**config.mk**
```make
export PLATFORM = sky130hd
export DESIGN_NAME = relu_maxpool_buf
export DESIGN_NICKNAME = d
export VERILOG_FILES = /design/src/rtl/relu_maxpool_buf_pkg.sv /design/src/rtl/relu_maxpool_buf_pool_fifo.sv /design/src/rtl/relu_maxpool_buf.sv
export SDC_FILE = /design/constraint.sdc
export NUM_CORES = 1
export LEC_CHECK = 0
export ABC_CLOCK_PERIOD_IN_PS = 1850
export CAP_MARGIN = 20
export CORE_AREA = 2 2 81 83
export CTS_CLUSTER_SIZE = 40
export DETAILED_ROUTE_END_ITERATION = 12
export DIE_AREA = 0 0 83 85
export DONT_BUFFER_PORTS = 1
export SYNTH_ARGS = -nofsm -noshare
export SYNTH_HDL_FRONTEND = slang
export SYNTH_SLANG_ARGS = --single-unit
```
**constraint.sdc**
```tcl
create_clock -name clk -period 1.85 [get_ports clk]
set_input_delay 0.2775 -clock clk [delete_from_list [all_inputs] [get_ports clk]]
set_output_delay 0.2775 -clock clk [all_outputs]
set_load 0.05 [all_outputs]
```
**src/rtl/relu_maxpool_buf_pkg.sv**
```systemverilog
// Shared constants and types for the ReLU -> max-pool stage.
// The data width here must match the MAC/ReLU stage output width.
package relu_maxpool_buf_pkg;

    localparam int MAC_W = 8;

    // Ceiling log2; clog2(1) = 0.
    function automatic int clog2(input int v);
        int r;
        int x;
        r = 0;
        x = v - 1;
        while (x > 0) begin
            r++;
            x = x >> 1;
        end
        return r;
    endfunction

    typedef struct packed {
        logic             last;
        logic [MAC_W-1:0] data;
    } pool_entry_t;

endpackage

```
**src/rtl/relu_maxpool_buf_pool_fifo.sv**
```systemverilog
// Small register FIFO for pooled results; head is read straight from storage.
// Write while full is accepted only when a read frees a slot in the same cycle.
module pool_fifo
    import relu_maxpool_buf_pkg::*;
#(
    parameter int W  = MAC_W + 1,
    parameter int D  = 4,
    localparam int AW = clog2(D),
    localparam int CW = clog2(D + 1)
) (
    input  logic          clk,
    input  logic          rst,
    input  logic          wr_en,
    input  logic [W-1:0]  wr_data,
    input  logic          rd_en,
    output logic [W-1:0]  rd_data,
    output logic [CW-1:0] count,
    output logic          full,
    output logic          empty
);

    logic [W-1:0]  mem [D];
    logic [AW-1:0] wptr;
    logic [AW-1:0] rptr;
    logic          push;
    logic          pop;

    assign full    = (count == CW'(D));
    assign empty   = (count == '0);
    assign push    = wr_en && (!full || rd_en);
    assign pop     = rd_en && !empty;
    assign rd_data = mem[rptr];

    // Storage is cleared so the head reads zero after reset.
    always_ff @(posedge clk or negedge rst) begin
        if (!rst) begin
            wptr  <= '0;
            rptr  <= '0;
            count <= '0;
            for (int i = 0; i < D; i++) mem[i] <= '0;
        end else begin
            if (push) begin
                mem[wptr] <= wr_data;
                wptr      <= wptr + AW'(1);
            end
            if (pop) rptr <= rptr + AW'(1);
            if (push && !pop)      count <= count + CW'(1);
            else if (pop && !push) count <= count - CW'(1);
        end
    end

endmodule

```
**src/rtl/relu_maxpool_buf.sv**
```systemverilog
// Max-pools non-overlapping windows of P ReLU words and buffers results in a FIFO.
// in_last closes the current window early so no partial window crosses a layer.
module relu_maxpool_buf
    import relu_maxpool_buf_pkg::*;
#(
    parameter int W = MAC_W,
    parameter int P = 2,
    parameter int D = 4,
    localparam int CW = clog2(D + 1),
    localparam int KW = (P > 1) ? clog2(P) : 1
) (
    input  logic          clk,
    input  logic          rst,
    input  logic          in_valid,
    input  logic [W-1:0]  in_data,
    input  logic          in_last,
    output logic          out_valid,
    input  logic          out_ready,
    output logic [W-1:0]  out_data,
    output logic          out_last,
    output logic [CW-1:0] count,
    output logic          overflow
);

    logic [KW-1:0] k;
    logic [W-1:0]  acc;
    logic [W-1:0]  acc_next;
    logic          close;
    logic          full;
    logic          empty;

    // First word of a window seeds the max; ties keep acc.
    always_comb begin
        acc_next = in_data;
        if (k != '0 && $signed(acc) >= $signed(in_data)) acc_next = acc;
    end

    assign close = in_valid && (in_last || k == KW'(P - 1));

    always_ff @(posedge clk or negedge rst) begin
        if (!rst) begin
            k        <= '0;
            acc      <= '0;
            overflow <= 1'b0;
        end else begin
            if (in_valid) begin
                acc <= acc_next;
                k   <= close ? '0 : k + KW'(1);
            end
            if (close && full && !out_ready) overflow <= 1'b1;
        end
    end

    pool_fifo #(.W(W + 1), .D(D)) u_fifo (
        .clk     (clk),
        .rst     (rst),
        .wr_en   (close),
        .wr_data ({in_last, acc_next}),
        .rd_en   (out_ready),
        .rd_data ({out_last, out_data}),
        .count   (count),
        .full    (full),
        .empty   (empty)
    );

    assign out_valid = !empty;

endmodule
```
==> run summary, run 1 <==
Clock root buffer: clkbuf_8
Unrepaired setup endpoints after global routing: true
Max VDD drop: 0.788 mV
Share of post-route cells with drive strength above 1: 0.435
Crit. Startpoint: acc[5]$_DFFE_PN0P_
Worst setup SP type: register
Mux cell area share after synthesis: 0.145
Final hold violations: 0
Max FO, Critical Path: 8
Worst relative slew slack: 0.679
Residual DRC count: 0
CTS tree: done
Largest net degree at the start of global routing: 54
Skew final: 0.0101 ns
Synth Area in Adders: 0.0677
Hold Crit Depth: 1
Setup tns final: -3.57 ns
Slowest stage cell, crit path: dfrtp_1
Max H-tree Level: 2
Fin worst setup slack: -0.206 ns
Post-synthesis compound-gate area fraction: 0.140
Simple-gate share of the synthesized area: 0.0983
Total GRT Usage: 0.184
Synth warn: 0
Max Cap Viol: 0
Vias in the first global route: 1949
WL per Instance: 18.1 µm
Pleak: 1.53 nW
Final Critical Period: 2.06 ns
HPWL after DPL: 4220 µm
Area share of the largest cell type after synthesis: 0.492
I/O pin cnt: 27
Initial Util: 0.435
Dpl ws: -0.313 ns
DRT Wirelength: 6410 µm
Die W: 83 µm
Syn Area/Cell: 11.8 µm²
Clock Pin Slew Worst Setup and Hold Paths: 0.10 ns
Via density: 5.54
Yosys top cell by area: dfrtp_1
First-pass DRT Iterations: 4
Layout Area Growth over Synthesis: 35.4%
Port-buffer cells: 0
Max-slew violation count: 0
Clock sinks: 53
Row count: 29
Routed Antenna Nets: 0
Synthesis-stage register bit count: 53
Critical Path AT: 2.25 ns
Fmax: 486 MHz
Outcome: finished, violations left
Distinct cells, synth: 31
CP Class: reg2reg
Routed vias: 1966
Failing checks: setup timing
Hold path start: in_last
Cells taking the most area after synthesis: dfrtp_1 49%, mux4_2 7.5%, a31oi_1 7.4%
Final nets: 304
Pwr per Cell Area: 1800 nW/µm²
Post-Synthesis Cell Area: 2700 µm²
Largest family of logic cells by synthesized area: multiplexers
Worst skew pair latency: 0.31 ns
Die area: 7060 µm²
Seq/Total Area, Yosys: 0.492
Core area: 6200 µm²
Worst-case reg-to-reg path depth: 7
DRT iter0 DRCs: 167
CP Capture Type: register
Mapped Cells: 228
Die H: 85 µm
TritonCTS buffer count: 5
Clk buf depth: 2
Class of the worst hold path: in2reg
Initial antenna violation count: 0
Final worst path period share: 1.11
Mapped Nets: 255
Worst Max-Slew Pin Slew: 0.481 ns
Diodes inserted: 0
GPL Wtd Cong: 0.767
GR Overflow Total: 0
Reg2reg start: acc[5]$_DFFE_PN0P_
Hold slack: 0.0992 ns
Area share of xor/xnor cells in the synthesized design: 0.0195
Critical path's largest stage delay: 0.42 ns
Critical Path RT: 2.05 ns
First-pass GRT wire length: 10200 µm
CP cell instances: ha_4 > a21o_1 > a2111oi_4 > o31a_4 > o21ai_4 > buf_12 > mux2_4
Setup violators final: 42
[flip-flops by register name, summed over array words and instances, names as in the netlist]
signal        count
u_fifo.mem       36
acc               8
k                 1
overflow          1
u_fifo.wptr       2
u_fifo.count      3
u_fifo.rptr       2
[where the power goes]
part           switching [mW]  internal (mW)
combinational            2.11           1.58
sequential              0.362           1.70
clock                   0.384          0.442
total                    2.85           3.73
[Yosys cell counts, drive strengths merged]
cell type	count
nand3	9
a2111oi	2
nor2b	1
nor2	35
dfrtp	53
nor4b	1
mux4	9
inv	12
a31oi	32
ha	13
fa	1
a21o	2
clkbuf	2
o21ai	10
nand2b	1
o31a	1
nand4	1
and2	5
o21a	2
xor2	2
nand2	4
xnor2	4
mux2	14
buf	10
o31ai	1
or3	1
[path summary, 6_finish.rpt]
kind	end	slack, ns
worst max-delay path	acc[2]$_DFFE_PN0P_	-0.21
worst min-delay path	u_fifo.mem[35]$_DFFE_PN0P_	0.1
worst max register to register	acc[2]$_DFFE_PN0P_	-0.21
worst min register to register	u_fifo.mem[35]$_DFFE_PN0P_	0.50
max in group asynchronous	u_fifo.count[2]$_DFFE_PN0P_	1.11
min in group asynchronous	acc[3]$_DFFE_PN0P_	0.46
[metrics by stage]
| stage | util | total power [mW] | cell area, µm² | std cells |
|---|---|---|---|---|
| final | 0.589 | 6.58 | 3650 | 355 |
| after floorplan | - | 4.45 | 2730 | 228 |
| after global placement | 0.503 | 5.16 | 3120 | 333 |
| after CTS | 0.560 | 6.35 | 3480 | 354 |
| after detailed placement | 0.503 | 5.24 | 3120 | 333 |
| after global routing | 0.589 | 6.94 | 3650 | 355 |
[critical path, delay by kind of cell, from the launching register on]
| family | cells | cell delay [ns] |
|---|---|---|
| AO/OA/AOI/OAI | 4 | 0.86 |
| flip-flops | 1 | 0.42 |
| multiplexers | 1 | 0.29 |
| adder cells (fa/ha/maj) | 1 | 0.23 |
| buffers and inverters | 1 | 0.14 |
[placed cells by master (no fill, tap or decap), types with 3 or more instances in the layout]
cell type / synthesis / layout
o21ai_0: 7 / 3
ha_4: 0 / 3
xnor2_1: 4 / 4
buf_12: 0 / 5
clkbuf_8: 0 / 6
nand2_1: 4 / 3
mux2_2: 4 / 3
mux4_2: 9 / 9
a31oi_4: 0 / 3
buf_4: 0 / 42
a31oi_1: 32 / 29
dfrtp_1: 53 / 49
and2_1: 5 / 3
nor2_1: 35 / 33
o21ai_4: 1 / 7
mux2_4: 8 / 9
buf_6: 0 / 5
nand3_4: 0 / 6
inv_1: 12 / 11
ha_1: 13 / 10
dfrtp_2: 0 / 4
[metal layers]
| metal | up-vias | share of wire | track usage |
|---|---|---|---|
| li1 | 921 | - | - |
| met1 | 1002 | 0.45 | 0.255 |
| met2 | 37 | 0.50 | 0.295 |
| met3 | 6 | 0.034 | 0.0370 |
| met4 | 0 | 0.014 | 0.0537 |
| met5 | - | 0 | 0 |
[cell type report]
type | instances | area (µm²)
flip-flops and latches | 53 | 1330
multi-input cells | 151 | 1550
well taps | 77 | 96.3
clock buffers | 7 | 86.3
clock inverters | 1 | 30.0
repair buffers | 54 | 509
inverters | 12 | 45.0
fillers | 490 | 2550
[repair_timing]
item | 4_1_cts | 5_1_grt
gates resized for setup | 27 | 25
buffers inserted | 14 | 6
endpoints found under the hold margin | 53 | 0
pin swaps | 35 | 18
endpoints found under the setup margin | 50 | 51
hold buffers | 2 | 0
[cells by family (layout without fill, tap and decap cells)]
logic type      Yosys count  after routing
buf+inv                  24             74
mux                      23             23
simple gates             58             58
compound gates           50             50
fa+ha+maj                14             14
flops                    53             53
xor+xnor                  6              6
No activity file was read; power rests on OpenSTA's default activity.
==> inputs of run 2 (changes only) <==
CORE_AREA = 2 2 58 115   (was 2 2 81 83)
DIE_AREA = 0 0 60 117   (was 0 0 83 85)
==> run 2 against run 1 <==
Net effect:
- flip-flop and latch count is the same
- sequential share of layout area shrank 0.49 points
- the flow still finishes with violations (setup timing)
- sequential power is essentially flat
- largest power group unchanged
- via count shrank 2.5%
- highest routed layer unchanged
- worst setup slack gained 0.038 ns
==> run summary, run 2 (synthesized netlist as in run 1, its figures left out) <==
Outcome: finished, violations left
Failing checks: setup timing
I/O pin cnt: 27
GR Util met3: 0.0516
Residual DRC count: 0
CP Capture Type: register
DRT iter0 DRCs: 121
Final Critical Period: 2.02 ns
Final instance area: 3700 µm²
Largest net degree at the start of global routing: 54
Worst relative slew slack: 0.657
Diodes inserted: 0
Max H-tree Level: 2
Port-buffer cells: 0
Unrepaired setup endpoints after global routing: true
Initial antenna violation count: 0
Filler Cells Inserted: 488
Core area: 6210 µm²
Top reg by flops: u_fifo.mem
Via density: 5.35
Final hold violations: 0
Pwr per Cell Area: 1790 nW/µm²
Worst skew pair latency: 0.29 ns
Fmax: 496 MHz
Post-layout util: 0.596
Setup violators final: 42
Die area: 7020 µm²
Met2 usage: 0.300
Max Cap Viol: 0
Critical path's largest stage delay: 0.41 ns
Worst Max-Slew Pin Slew: 0.515 ns
Worst setup SP type: register
WL per Instance: 17.2 µm
Max-slew violation count: 0
Clock Pin Slew Worst Setup and Hold Paths: 0.07 ns
Total GRT Usage: 0.195
Critical Path AT: 2.20 ns
Max FO, Critical Path: 8
Hold slack: 0.113 ns
Final nets: 298
HPWL after DPL: 3970 µm
Critical Path RT: 2.03 ns
Clock root buffer: clkbuf_16
Vias in the first global route: 1954
TritonCTS buffer count: 5
Area after DPL: 3100 µm²
DRT Wirelength: 6160 µm
Die H: 117 µm
First-pass GRT wire length: 10200 µm
Setup tns final: -3.10 ns
GR Overflow Total: 0
First-pass DRT Iterations: 4
Fin worst setup slack: -0.168 ns
Most common cell after layout, fill and taps aside: dfrtp_1
Max VDD drop: 0.835 mV
Most frequent cells in the layout: 50 x dfrtp_1, 35 x nor2_1, 31 x buf_4, 30 x a31oi_1, 11 x inv_1
Final worst path period share: 1.09
Slowest stage cell, crit path: dfrtp_1
Pleak: 1.53 nW
Row count: 41
Initial Util: 0.435
CP Class: reg2reg
CTS tree: done
FF+latch area: 1330 µm²
CP cell instances: ha_4 > a21o_1 > a2111oi_4 > o31a_4 > o21ai_4 > buf_12 > mux2_4
Largest regs: u_fifo.mem (36), acc (8), u_fifo.count (3)
Clock sinks: 53
Skew final: 0.00569 ns
Grt met1 use: 0.269
Die W: 60 µm
Clk buf depth: 2
GRT busiest layer: met2
Multi-input logic area: 1580 µm²
Routed Antenna Nets: 0
GPL Wtd Cong: 0.779
Layout Area Growth over Synthesis: 37.1%
Routed vias: 1917
Share of post-route cells with drive strength above 1: 0.415
Max reg flops: 36
Class of the worst hold path: in2reg
==> run 2: cell type report <==
type	count	area share
clock inverter	1	0.00203
inverter	12	0.0122
timing repair buffer	48	0.135
clock buffer	7	0.0359
tap	86	0.0291
sequential	53	0.360
multi-input combinational	151	0.426
==> run 2: per-stage QoR <==
step                worst slack, ns  std cells  power, mW
detailed placement           -0.386        338       5.18
CTS                          -0.170        356       6.52
finish                       -0.168        358       6.61
global route                 -0.225        358       7.03
global placement             -0.319        338       5.07
floorplan                    -0.274        228       4.45
==> run 2: worst paths after layout <==
path | startpoint | to | slack, ns | cells past startpoint
max | acc[5]$_DFFE_PN0P_ | acc[7]$_DFFE_PN0P_ | -0.17 | 7
min | in_last | u_fifo.mem[26]$_DFFE_PN0P_ | 0.11 | 1
max reg2reg | acc[5]$_DFFE_PN0P_ | acc[7]$_DFFE_PN0P_ | -0.17 | 7
min reg2reg | u_fifo.mem[26]$_DFFE_PN0P_ | u_fifo.mem[26]$_DFFE_PN0P_ | 0.49 | 1
max in group asynchronous | rst | u_fifo.count[0]$_DFFE_PN0P_ | 1.10 | 2
min in group asynchronous | rst | u_fifo.mem[34]$_DFFE_PN0P_ | 0.50 | 2
==> run 2: power by group <==
group          internal (mW)  switching, mW  total (mW)
sequential              1.70          0.393        2.10
clock                  0.503          0.408       0.912
combinational           1.55           2.05        3.60
total                   3.76           2.86        6.61
==> run 2: timing repair <==
item / 4_1_cts / 5_1_grt
setup endpoints to repair: 42 / 51
pin swaps: 27 / 12
gates resized for setup: 45 / 16
endpoints found under the hold margin: 53 / 0
hold buffers: 2 / 0
buffers inserted: 13 / 5
==> run 2: per-layer routing <==
layer,vias up,share of wire
met2,48,0.52
met4,0,0.011
met5,-,0
met1,956,0.42
met3,5,0.046
li1,908,-
==> run 2: worst max-delay path, delay by kind of cell (launching register included) <==
| kind | cells | cell delay (ns) |
|---|---|---|
| AOI/OAI and AO/OA | 4 | 0.83 |
| DFF | 1 | 0.41 |
| muxes | 1 | 0.29 |
| adders and majority gates | 1 | 0.23 |
| buffers and inverters | 1 | 0.15 |
